==> src/rtl/dia_pkg.sv <==
// Shared day-of-week definitions: index encoding, BCD mapping and the controller state set.
package dia_pkg;

  typedef enum logic [1:0] {
    ST_IDLE  = 2'd0,
    ST_EDIT  = 2'd1,
    ST_WRITE = 2'd2
  } state_t;

  localparam logic [2:0] DIA_DOMINGO = 3'd0;
  localparam logic [2:0] DIA_LUNES   = 3'd1;
  localparam logic [2:0] DIA_MARTES  = 3'd2;
  localparam logic [2:0] DIA_MIERC   = 3'd3;
  localparam logic [2:0] DIA_JUEVES  = 3'd4;
  localparam logic [2:0] DIA_VIERNES = 3'd5;
  localparam logic [2:0] DIA_SABADO  = 3'd6;
  localparam logic [2:0] DIA_MAX     = DIA_SABADO;

  // RTC day register is BCD 1..7 with 1 = Domingo.
  localparam logic [7:0] BCD_DIA_MIN = 8'h01;
  localparam logic [7:0] BCD_DIA_MAX = 8'h07;

  function automatic logic bcd_day_ok(input logic [7:0] b);
    return (b >= BCD_DIA_MIN) && (b <= BCD_DIA_MAX);
  endfunction

  function automatic logic [2:0] bcd_to_idx(input logic [7:0] b);
    return b[2:0] - 3'd1;
  endfunction

  function automatic logic [7:0] idx_to_bcd(input logic [2:0] i);
    return {5'd0, i} + BCD_DIA_MIN;
  endfunction

  function automatic logic [2:0] dia_inc(input logic [2:0] i);
    return (i == DIA_MAX) ? DIA_DOMINGO : i + 3'd1;
  endfunction

  function automatic logic [2:0] dia_dec(input logic [2:0] i);
    return (i == DIA_DOMINGO) ? DIA_MAX : i - 3'd1;
  endfunction

endpackage

==> src/rtl/ctrl_dia_if.sv <==
// Signal bundle between the day controller and its surroundings (tick, RTC, buttons, decoder).
interface ctrl_dia_if;
  logic       day_tick;
  logic       load_valid;
  logic [7:0] load_day;
  logic       edit_en;
  logic       btn_up;
  logic       btn_down;
  logic       wr_ack;
  logic [2:0] dia_idx;
  logic       dia_en;
  logic       wr_req;
  logic [7:0] wr_day;
  logic       err;

  modport master (
    output day_tick, load_valid, load_day, edit_en, btn_up, btn_down, wr_ack,
    input  dia_idx, dia_en, wr_req, wr_day, err
  );

  modport slave (
    input  day_tick, load_valid, load_day, edit_en, btn_up, btn_down, wr_ack,
    output dia_idx, dia_en, wr_req, wr_day, err
  );
endinterface

==> src/rtl/ctrl_dia_det_flanco.sv <==
// 1-bit edge detector against the previous-cycle sample; combinational outputs, no added latency.
module det_flanco (
  input  logic clk,
  input  logic reset,
  input  logic d,
  output logic rise,
  output logic fall
);
  logic prev;

  always_ff @(posedge clk) begin
    if (reset) prev <= 1'b0;
    else       prev <= d;
  end

  assign rise = d & ~prev;
  assign fall = ~d & prev;
endmodule

==> src/rtl/ctrl_dia.sv <==
// Day-of-week register/controller feeding the day decoder and the RTC write path.
module ctrl_dia
  import dia_pkg::*;
#(
  parameter int unsigned ACK_TIMEOUT = 255
) (
  input  logic       clk,
  input  logic       reset,
  ctrl_dia_if.slave  bus
);

  localparam logic [7:0] CNT_LAST = 8'(ACK_TIMEOUT - 1);

  state_t     state, state_n;
  logic [2:0] idx, idx_n;
  logic       valid, valid_n;
  logic       wr_req, wr_req_n;
  logic [7:0] wr_day, wr_day_n;
  logic       err, err_n;
  logic [7:0] cnt, cnt_n;

  logic up_rise, up_fall, dn_rise, dn_fall, ed_rise, ed_fall;
  logic unused_fall;

  det_flanco u_det_up   (.clk(clk), .reset(reset), .d(bus.btn_up),   .rise(up_rise), .fall(up_fall));
  det_flanco u_det_down (.clk(clk), .reset(reset), .d(bus.btn_down), .rise(dn_rise), .fall(dn_fall));
  det_flanco u_det_edit (.clk(clk), .reset(reset), .d(bus.edit_en),  .rise(ed_rise), .fall(ed_fall));

  assign unused_fall = up_fall ^ dn_fall;

  always_ff @(posedge clk) begin
    if (reset) begin
      state  <= ST_IDLE;
      idx    <= DIA_DOMINGO;
      valid  <= 1'b0;
      wr_req <= 1'b0;
      wr_day <= BCD_DIA_MIN;
      err    <= 1'b0;
      cnt    <= 8'd0;
    end else begin
      state  <= state_n;
      idx    <= idx_n;
      valid  <= valid_n;
      wr_req <= wr_req_n;
      wr_day <= wr_day_n;
      err    <= err_n;
      cnt    <= cnt_n;
    end
  end

  always_comb begin
    state_n  = state;
    idx_n    = idx;
    valid_n  = valid;
    wr_req_n = wr_req;
    wr_day_n = wr_day;
    err_n    = 1'b0;
    cnt_n    = cnt;
    unique case (state)
      ST_IDLE: begin
        // Entering edit swallows any tick or load in the same cycle.
        if (ed_rise) begin
          state_n = ST_EDIT;
        end else if (bus.load_valid) begin
          if (bcd_day_ok(bus.load_day)) begin
            idx_n   = bcd_to_idx(bus.load_day);
            valid_n = 1'b1;
          end else begin
            err_n = 1'b1;
          end
        end else if (bus.day_tick) begin
          idx_n = dia_inc(idx);
        end
      end
      ST_EDIT: begin
        if (ed_fall) begin
          wr_day_n = idx_to_bcd(idx);
          wr_req_n = 1'b1;
          cnt_n    = 8'd0;
          state_n  = ST_WRITE;
        end else if (up_rise && !dn_rise) begin
          idx_n = dia_inc(idx);
        end else if (dn_rise && !up_rise) begin
          idx_n = dia_dec(idx);
        end
      end
      ST_WRITE: begin
        if (bus.wr_ack) begin
          wr_req_n = 1'b0;
          valid_n  = 1'b1;
          state_n  = ST_IDLE;
        end else if (cnt == CNT_LAST) begin
          wr_req_n = 1'b0;
          err_n    = 1'b1;
          state_n  = ST_IDLE;
        end else begin
          cnt_n = cnt + 8'd1;
        end
      end
      default: state_n = ST_IDLE;
    endcase
  end

  assign bus.dia_idx = idx;
  assign bus.dia_en  = valid;
  assign bus.wr_req  = wr_req;
  assign bus.wr_day  = wr_day;
  assign bus.err     = err;

endmodule
==> src/flat_wrapper.sv <==
// flat-port wrapper written by rule: the top's interface ports become plain ports
module ctrl_dia_flat import dia_pkg::*;
#(
  parameter int unsigned ACK_TIMEOUT = 255
)
  (clk, reset, bus_day_tick, bus_load_valid, bus_load_day, bus_edit_en, bus_btn_up, bus_btn_down, bus_wr_ack, bus_dia_idx, bus_dia_en, bus_wr_req, bus_wr_day, bus_err);
  ctrl_dia_if bus_i ();
  input  logic clk;
  input  logic reset;
  input wire logic [$bits(bus_i.day_tick)-1:0] bus_day_tick;
  input wire logic [$bits(bus_i.load_valid)-1:0] bus_load_valid;
  input wire logic [$bits(bus_i.load_day)-1:0] bus_load_day;
  input wire logic [$bits(bus_i.edit_en)-1:0] bus_edit_en;
  input wire logic [$bits(bus_i.btn_up)-1:0] bus_btn_up;
  input wire logic [$bits(bus_i.btn_down)-1:0] bus_btn_down;
  input wire logic [$bits(bus_i.wr_ack)-1:0] bus_wr_ack;
  output wire logic [$bits(bus_i.dia_idx)-1:0] bus_dia_idx;
  output wire logic [$bits(bus_i.dia_en)-1:0] bus_dia_en;
  output wire logic [$bits(bus_i.wr_req)-1:0] bus_wr_req;
  output wire logic [$bits(bus_i.wr_day)-1:0] bus_wr_day;
  output wire logic [$bits(bus_i.err)-1:0] bus_err;
  assign bus_i.day_tick = bus_day_tick;
  assign bus_i.load_valid = bus_load_valid;
  assign bus_i.load_day = bus_load_day;
  assign bus_i.edit_en = bus_edit_en;
  assign bus_i.btn_up = bus_btn_up;
  assign bus_i.btn_down = bus_btn_down;
  assign bus_i.wr_ack = bus_wr_ack;
  assign bus_dia_idx = bus_i.dia_idx;
  assign bus_dia_en = bus_i.dia_en;
  assign bus_wr_req = bus_i.wr_req;
  assign bus_wr_day = bus_i.wr_day;
  assign bus_err = bus_i.err;
  ctrl_dia #(.ACK_TIMEOUT(ACK_TIMEOUT)) u_core (.clk(clk), .reset(reset), .bus(bus_i));
endmodule
==> config.mk <==
export PLATFORM = sky130hd
export DESIGN_NAME = ctrl_dia_flat
export DESIGN_NICKNAME = d
export VERILOG_FILES = /design/src/rtl/dia_pkg.sv /design/src/rtl/ctrl_dia_if.sv /design/src/rtl/ctrl_dia_det_flanco.sv /design/src/rtl/ctrl_dia.sv /design/src/flat_wrapper.sv
export SDC_FILE = /design/constraint.sdc
export NUM_CORES = 1
export LEC_CHECK = 0
export CAP_MARGIN = 20
export CORE_ASPECT_RATIO = 0.7
export CORE_UTILIZATION = 50
export CTS_CLUSTER_DIAMETER = 30
export DETAILED_ROUTE_END_ITERATION = 8
export DONT_BUFFER_PORTS = 1
export GPL_ROUTABILITY_DRIVEN = 0
export SETUP_SLACK_MARGIN = 0.5
export SYNTH_ARGS = -nofsm -noshare
export SYNTH_HDL_FRONTEND = slang
export SYNTH_SLANG_ARGS = --single-unit
==> constraint.sdc <==
create_clock -name clk -period 3.8 [get_ports clk]
set_clock_uncertainty 0.15 [all_clocks]
set_input_delay 0.38 -clock clk [delete_from_list [all_inputs] [get_ports clk]]
set_output_delay 0.38 -clock clk [all_outputs]
set_load 0.05 [all_outputs]
Word-level counts from Yosys, hierarchy flattened

Index checks and enable logic that the tools add are counted.

RAM bits: 0
Output and inout bits: 14
Bits in latches: 0
Memories: 0
Word-level logic and storage cells: 92
Bits in registers: 27
ROM bits: 0

$mul: 0
Shifts and indexed selects: 0
Reductions and logical operators: 16
Mux-type cells: 34
Bitwise operators: 8
Add/subtract/negate cells: 5
Divide/modulo/power cells: 0
Eq/ne operators: 17
Order comparisons: 2

Operator list:

| kind                                                   | count |
|---|---|
| 2-to-1 mux 3 bit                                       | 9 |
| 2-to-1 mux 8 bit                                       | 3 |
| one-hot mux 8 bit (2 select lines)                     | 1 |
| 2-to-1 mux 1 bit                                       | 12 |
| inequality test 2 bit (second input constant)          | 6 |
| adder 8 x 1 -> 8 bit (second input constant)           | 1 |
| equality test 8 bit (second input constant)            | 1 |
| >= comparator 8 x 1 -> 1 bit (second input constant)   | 1 |
| <= comparator 8 x 3 -> 1 bit (second input constant)   | 1 |
| 2-to-1 mux 2 bit                                       | 4 |
| inequality test 2 x 1 -> 1 bit (second input constant) | 3 |
| inequality test 3 x 2 -> 1 bit (second input constant) | 2 |
| one-hot mux 1 bit (2 select lines)                     | 3 |
| one-hot mux 2 bit (3 select lines)                     | 1 |
| one-hot mux 3 bit (2 select lines)                     | 1 |
| AND reduction 3 bit                                    | 2 |
| AND reduction 6 bit                                    | 1 |
| nonzero test 2 bit                                     | 3 |
| subtractor 3 x 1 -> 3 bit (second input constant)      | 2 |
| AND reduction 5 bit                                    | 1 |
| adder 3 x 1 -> 4 bit (second input constant)           | 1 |
| bitwise AND 1 bit                                      | 4 |
| NOT 1 bit                                              | 4 |
| AND reduction 4 bit                                    | 1 |
| 11 further kinds                                       | 14 |

Logic depth before layout (Yosys ltp)

Gate-level depths: netlist (run 1).

Depth after elaboration: 8
Mapped depth: 7
Mapped depth without buffers: 7

Cells and area by module

A second synthesis (run 1) with hierarchy kept.

Cell total of the unflattened synthesis: 170
Area, all modules: 1365.1 sq um

Modules (own cells, without submodules):

| module     | cells an instance | sequential area each (sq um) | times used | area an instance (sq um) |
|---|---|---|---|---|
| ctrl_dia   | 158               | 400.4                        | 1          | 1248.7 |
| det_flanco | 4                 | 20.0                         | 3          | 38.8 |

Least setup slack after synthesis (run 1)

Ideal clock, no wire load.

Path type: reg2reg
From: register u_core.idx[0], in the netlist u_core.bus.dia_idx[0]
To: register u_core.idx[2], in the netlist u_core.bus.dia_idx[2]
Arrival time: 1973 ps
Period minus slack after synthesis: 2193 ps
Stages on the path, launching flop included: 8
Data required time: 3580 ps
Setup slack: 1607 ps
Path buffers: 0
Setup time: 70 ps
Cells stage by stage: dfxtp_1 -> inv_1 -> ha_1 -> nor2_1 -> mux2_2 -> a311oi_1 -> a2111o_1 -> a21oi_1

Longest elaborated chain between the ends: 6
Elaborated cells between the ends (all ways): 13

RTL lines:

| element                                           | RTL line                       | text |
|---|---|---|
| from (decl)                                       | ctrl_dia.sv:15                 | `logic [2:0] idx, idx_n;` |
| from (signal assigned)                            | ctrl_dia.sv:42                 | `idx <= idx_n;` |
| subtractor 3 x 1 -> 3 bit (tied with other cells) | dia_pkg.sv:40                  | `return (i == DIA_DOMINGO) ? DIA_MAX : i - 3'd1;` |
| 2-to-1 mux 3 bit (on tied branches)               | dia_pkg.sv:40, dia_pkg.sv:36   |  |
| 2-to-1 mux 3 bit (on tied branches)               | ctrl_dia.sv:83, ctrl_dia.sv:71 |  |
| 2-to-1 mux 3 bit (on tied branches)               | ctrl_dia.sv:81, ctrl_dia.sv:64 |  |
| 2-to-1 mux 3 bit (on tied branches)               | ctrl_dia.sv:76, ctrl_dia.sv:62 |  |
| one-hot mux 3 bit (2 select lines) (*)            | ctrl_dia.sv:59                 | `unique case (state)` |

Mark *: on every way between the ends. The rest lies on a longest branch, timed or not. The select of a mux whose other input is x is not followed.
A chain may end at the register's enable or synchronous reset.

Worst setup path in the final report (run 1)

Ends and elaborated chain as after synthesis.

==> results.sh, run 1 <==
export IMPL_status="finished, final reports clean"
export IMPL_antenna_found_initial=0
export IMPL_drv_cap=0
export IMPL_drive_above_1_share=0.0745
export IMPL_fillers=236
export IMPL_ys_ff_latch=23
export IMPL_cts_resized_gates=0
export IMPL_track_usage=0.220
export IMPL_crit_path_start_kind="flip-flop"
export IMPL_drtIter0Drc=44
export IMPL_synth_warnings=0
export IMPL_synth_top_area_share=0.326
export IMPL_ys_types=46
export IMPL_synth_area_top_cells="dfxtp_1 (33%), ha_1 (8.0%), nor2_1 (5.1%)"
export IMPL_clk_latency_ps=260
export IMPL_yosysTopAreaCell="dfxtp_1"
export IMPL_viasPerCell=5.79
export IMPL_worst_pin_slew_ps=819
export IMPL_htreeDepth=1
export IMPL_area_growth_synth_to_final_pct=0.798
export IMPL_cts_root_buf="clkbuf_8"
export IMPL_cp_max_fo=9
export IMPL_portBuffers=0
export IMPL_drcViolationCount=0
export IMPL_detail_route_wl_per_cell_um=15.0
export IMPL_setup_tns_ps=0
export IMPL_slew_headroom=0.453
export IMPL_die_h_um=46.5
export IMPL_crit_required_ps=3850
export IMPL_fin_crit_ps=2440
export IMPL_n_antenna_cell=0
export IMPL_path_class="flip-flop to flip-flop"
export IMPL_yosysSeqAreaShare=0.326
export IMPL_initial_core_util=0.549
export IMPL_path_clk_slew_ps=80
export IMPL_cp_data_arrival_time_ps=2490
export IMPL_ys_async_sr_fraction=0
export IMPL_ant_nets=0
export IMPL_dp_hpwl_um=2220
export IMPL_synthCells=166
export IMPL_syn_avg_cell_area_um2=8.50
export IMPL_rsz0062_at_grt="false"
export IMPL_setup_viol_count_final=0
export IMPL_grt_pass1_vias=1044
export IMPL_chipWidth_um=65.5
export IMPL_ys_flop_type="dfxtp_1"
export IMPL_cts_tree="yes"
export IMPL_synth_edf_count=0
export IMPL_synth_most_common_cell="dfxtp_1"
export IMPL_via_count=1129
export IMPL_drv_slew=0
export IMPL_max_vdd_ir_drop_mv=0.216
export IMPL_endpoint_kind="flip-flop"
export IMPL_die_area_um2=3040
export IMPL_finalWirelength_um=2930
export IMPL_grt_max_degree=19
export IMPL_finalHoldViolCount=0
export IMPL_overflow=0
export IMPL_synth_cell_area_um2=1410
export IMPL_cts_buffers=3
export IMPL_core_area_um2=2570
export IMPL_period_share=0.642
export IMPL_dr_pass1_iters=4
export IMPL_final_net_count=187
export IMPL_clkSinkCount=23
export IMPL_p_total_mw=0.520
export IMPL_post_cts_buffers=0
export IMPL_hp_class="primary input to flip-flop"
export IMPL_leakage_nw=0.523
export IMPL_power_density_nw_per_um2=366
export IMPL_clock_fmax_mhz=410
export IMPL_pin_count=30
export IMPL_ys_top_cells_by_count="dfxtp_1 (23), nor2_1 (19), nand2_1 (13)"
export IMPL_grt_pass1_wl_um=4930
export IMPL_placementRows=15
export IMPL_cts_buffer_depth=2
export IMPL_hold_buffers=0
==> critical path, stage by stage (launching register included) <==
cell      delay (ps)
dfxtp_1          810
inv_1            200
ha_1             300
nor2_1           100
mux2_2           170
a311oi_1          90
a2111o_1         410
a21oi_1          130
==> sequential cells by signal, summed over array words and instances (netlist names) <==
signal and cells:
u_core.cnt 8, u_core.bus.wr_day 4, u_core.bus.dia_idx 3, u_core.state 2, u_core.bus.dia_en 1, u_core.bus.err 1, u_core.bus.wr_req 1, u_core.u_det_down.prev 1
u_core.u_det_edit.prev 1, u_core.u_det_up.prev 1
==> power breakdown <==
part | internal [mW] | switching [mW] | total [mW]
Clock | 0.0732 | 0.0764 | 0.150
Combinational | 0.0354 | 0.0536 | 0.0889
Sequential | 0.249 | 0.0328 | 0.282
Total | 0.358 | 0.163 | 0.520
==> through the flow <==
stage	cell area [um^2]	setup slack, ps	util	hold slack, ps	instances
after floorplan	1420	1610	-	327	169
after detailed placement	1380	1400	0.535	305	191
after global routing	1420	1170	0.553	11.5	195
after CTS	1420	1380	0.553	16.7	195
after global placement	1380	1470	0.535	303	191
final	1420	1360	0.553	26.3	195
==> cell type report <==
type                    count  area (um^2)  area share
multi-input cells         128          851       0.598
inverters                   6         22.5      0.0158
well taps                  34         42.5      0.0299
clock inverters             1         5.00     0.00352
clock buffers               3         41.3      0.0290
flip-flops and latches     23          460       0.324
==> layout by cell type (no fill, tap or decap), types with 2 or more instances in the layout <==
cell type	n
o41ai_1	2
nor2_1	19
and3_1	3
a31oi_1	2
xnor2_1	4
conb_1	4
nand2_1	13
nand3_1	3
a21oi_1	12
a211oi_1	4
nand4_1	3
and4_1	2
ha_1	9
a311oi_1	2
xor2_1	4
nor2b_1	8
dfxtp_1	23
o21ai_0	3
a211o_1	2
nand2b_1	5
clkbuf_8	3
inv_1	6
nor3_1	5
==> cells by family after synthesis <==
| family | Yosys count | share of synthesized area |
|---|---|---|
| flip-flops | 23 | 0.326 |
| adder cells (fa/ha/maj) | 9 | 0.0798 |
| other | 1 | 0.00266 |
| buffers and inverters | 18 | 0.0789 |
| AND/OR/NAND/NOR | 69 | 0.257 |
| XOR/XNOR | 8 | 0.0496 |
| multiplexers | 1 | 0.00798 |
| AO/OA/AOI/OAI | 37 | 0.198 |
==> path summary, 6_finish.rpt <==
check,slack [ps],to,from,cells past startpoint
max,1360,u_core.bus.dia_idx[2],u_core.bus.dia_idx[0],7
min,30,u_core.bus.wr_day[1],reset,1
max reg2reg,1360,u_core.bus.dia_idx[2],u_core.bus.dia_idx[0],7
min reg2reg,370,u_core.cnt[3],u_core.cnt[3],2
==> routing by layer <==
metal / up-vias / wire length, um / track usage
li1: 566 / - / -
met1: 525 / 1600 / 0.330
met2: 36 / 1120 / 0.313
met3: 2 / 197 / 0.0594
met4: 0 / 8 / 0.0391
met5: - / 0 / 0
Power figures use the tool's default switching activity.
==> inputs of run 2 (changes only) <==
--- a/config.mk
+++ b/config.mk
@@ -12,6 +12,7 @@
 export DETAILED_ROUTE_END_ITERATION = 8
 export DONT_BUFFER_PORTS = 1
 export GPL_ROUTABILITY_DRIVEN = 0
+export PLACE_DENSITY = 0.68
 export SETUP_SLACK_MARGIN = 0.5
 export SYNTH_ARGS = -nofsm -noshare
 export SYNTH_HDL_FRONTEND = slang
==> constraint.sdc (replaced) <==
create_clock -name clk -period 2.17 [get_ports clk]
set_clock_uncertainty 0.15 [all_clocks]
set_input_delay 0.217 -clock clk [delete_from_list [all_inputs] [get_ports clk]]
set_output_delay 0.217 -clock clk [all_outputs]
set_load 0.05 [all_outputs]
==> run 2 against run 1 <==
Net effect: the flow now finishes with violations (hold timing); wire length increased by 31%; combinational power grew to 2.6 times the previous value; final area up 27%; first-iteration DRC count grew 48%; count of clock-buffer cells in the layout unchanged; via count is 14% higher; maximum frequency up 27%.
==> results.sh, run 2 (synthesized netlist as in run 1, its figures left out) <==
export IMPL_regToRegSetupSlack_ps=240
export IMPL_slew_headroom=0.642
export IMPL_track_usage=0.234
export IMPL_final_util=0.705
export IMPL_clk_latency_ps=270
export IMPL_finalWirelength_um=3820
export IMPL_placementRows=15
export IMPL_chipWidth_um=65.5
export IMPL_antenna_found_initial=0
export IMPL_stdcell_area_um2=1810
export IMPL_placedCellCount=194
export IMPL_die_h_um=46.5
export IMPL_viasPerCell=6.08
export IMPL_detail_route_wl_per_cell_um=18.0
export IMPL_clkSinkCount=23
export IMPL_period_share=0.889
export IMPL_path_class="flip-flop to flip-flop"
export IMPL_via_count=1290
export IMPL_postPlaceCellArea_um2=1430
export IMPL_drv_slew=0
export IMPL_n_antenna_cell=0
export IMPL_violations="hold timing"
export IMPL_power_density_nw_per_um2=557
export IMPL_setup_viol_count_final=0
export IMPL_whs_ps=-155
export IMPL_final_cell_mix="dfxtp_1 (16), nor2_1 (15), nand2_1 (13)"
export IMPL_rsz0062_at_grt="true"
export IMPL_drive_above_1_share=0.365
export IMPL_hold_buffers=4
export IMPL_reg2regPathDepth=7
export IMPL_clock_fmax_mhz=519
export IMPL_dr_pass1_iters=4
export IMPL_path_clk_slew_ps=80
export IMPL_largest_reg_flops=8
export IMPL_endpoint_kind="flip-flop"
export IMPL_setup_tns_ps=0
export IMPL_status="finished with violations"
export IMPL_portBuffers=0
export IMPL_core_area_um2=2570
export IMPL_hp_class="primary input to flip-flop"
export IMPL_regMostFlops="u_core.cnt"
export IMPL_overflow=0
export IMPL_leakage_nw=0.648
export IMPL_crit_start="u_core.cnt[0]"
export IMPL_cts_buffer_depth=2
export IMPL_cp_max_fo=4
export IMPL_crit_end="u_core.cnt[7]"
export IMPL_cp_data_arrival_time_ps=1940
export IMPL_min_path_cells=1
export IMPL_initial_core_util=0.549
export IMPL_drv_cap=0
export IMPL_grt_pass1_wl_um=5200
export IMPL_final_cells=212
export IMPL_grt_pass1_vias=1122
export IMPL_ant_nets=0
export IMPL_worst_pin_slew_ps=536
export IMPL_dp_hpwl_um=2340
export IMPL_area_growth_synth_to_final_pct=28.5
export IMPL_die_area_um2=3040
export IMPL_crit_required_ps=2180
export IMPL_cts_buffers=3
export IMPL_cts_root_buf="clkbuf_8"
export IMPL_pin_count=30
export IMPL_max_vdd_ir_drop_mv=0.484
export IMPL_final_net_count=204
export IMPL_crit_path_start_kind="flip-flop"
export IMPL_finalHoldViolCount=13
export IMPL_drtIter0Drc=65
export IMPL_htreeDepth=1
export IMPL_reg2reg_from="u_core.cnt[0]"
export IMPL_reg2reg_to="u_core.cnt[7]"
export IMPL_grt_max_degree=19
export IMPL_fin_crit_ps=1930
export IMPL_drcViolationCount=0
export IMPL_cts_tree="yes"
export IMPL_layout_commonest_cell="dfxtp_1"
run 2: cell count changes in the layout (fill, tap and decap cells not counted), sizes merged:
| cell | before | now |
|---|---|---|
| clkinvlp | 0 | 1 |
| clkinv | 1 | 0 |
| buf | 0 | 13 |
| dlygate4sd3 | 0 | 4 |
run 2: critical path, cell delays in order (launching register included):
cell       delay, ps
dfxtp_4          380
inv_4             40
ha_4             140
and3_4           190
a211o_4          350
a2111oi_4        330
xnor2_1          180
nor2_1            70
run 2: area by class of cell:
type	count	area, um^2
fill	185	758
tap	34	42.5
clock buffer	3	41.3
timing repair buffer	17	149
clock inverter	1	7.51
sequential	23	477
multi-input combinational	128	1070
inverter	6	30.0
run 2: where the power goes:
group | switching [mW] | internal [mW] | leakage [nW] | total (mW)
clock network | 0.143 | 0.130 | 0.0217 | 0.273
logic | 0.127 | 0.107 | 0.435 | 0.235
registers | 0.0651 | 0.438 | 0.191 | 0.503
total | 0.335 | 0.675 | 0.648 | 1.01
run 2: worst min-delay path by stage:
stage | startpoint | end | slack (ps)
2_1_floorplan | bus_btn_down | u_core.u_det_down.prev | 200
5_1_grt | reset | u_core.bus.dia_idx[2] | -160
3_3_place_gp | reset | u_core.bus.dia_idx[2] | 130
6_report | reset | u_core.bus.dia_idx[2] | -150
4_1_cts | reset | u_core.bus.dia_idx[2] | -150
3_5_place_dp | reset | u_core.bus.dia_idx[2] | 130
run 2: metal layers:
metal / global-route usage / vias to the layer above / share of wire
met5: 0 / - / 0
met4: 0.0391 / 0 / 0.017
met3: 0.0743 / 10 / 0.10
met2: 0.381 / 75 / 0.45
met1: 0.310 / 601 / 0.43
li1: - / 604 / -
run 2: timing repair:
action	4_1_cts	5_1_grt
setup endpoints to repair	7	14
resized for setup	24	26
endpoints found under the hold margin	17	13
pin swaps	9	20
buffers inserted	5	5
run 2: through the flow:
step | setup WS [ps] | power [mW]
global placement | 313 | 0.658
floorplan | 366 | 0.651
finish | 241 | 1.01
global route | 186 | 1.05
CTS | 264 | 0.968
detailed placement | 252 | 0.664
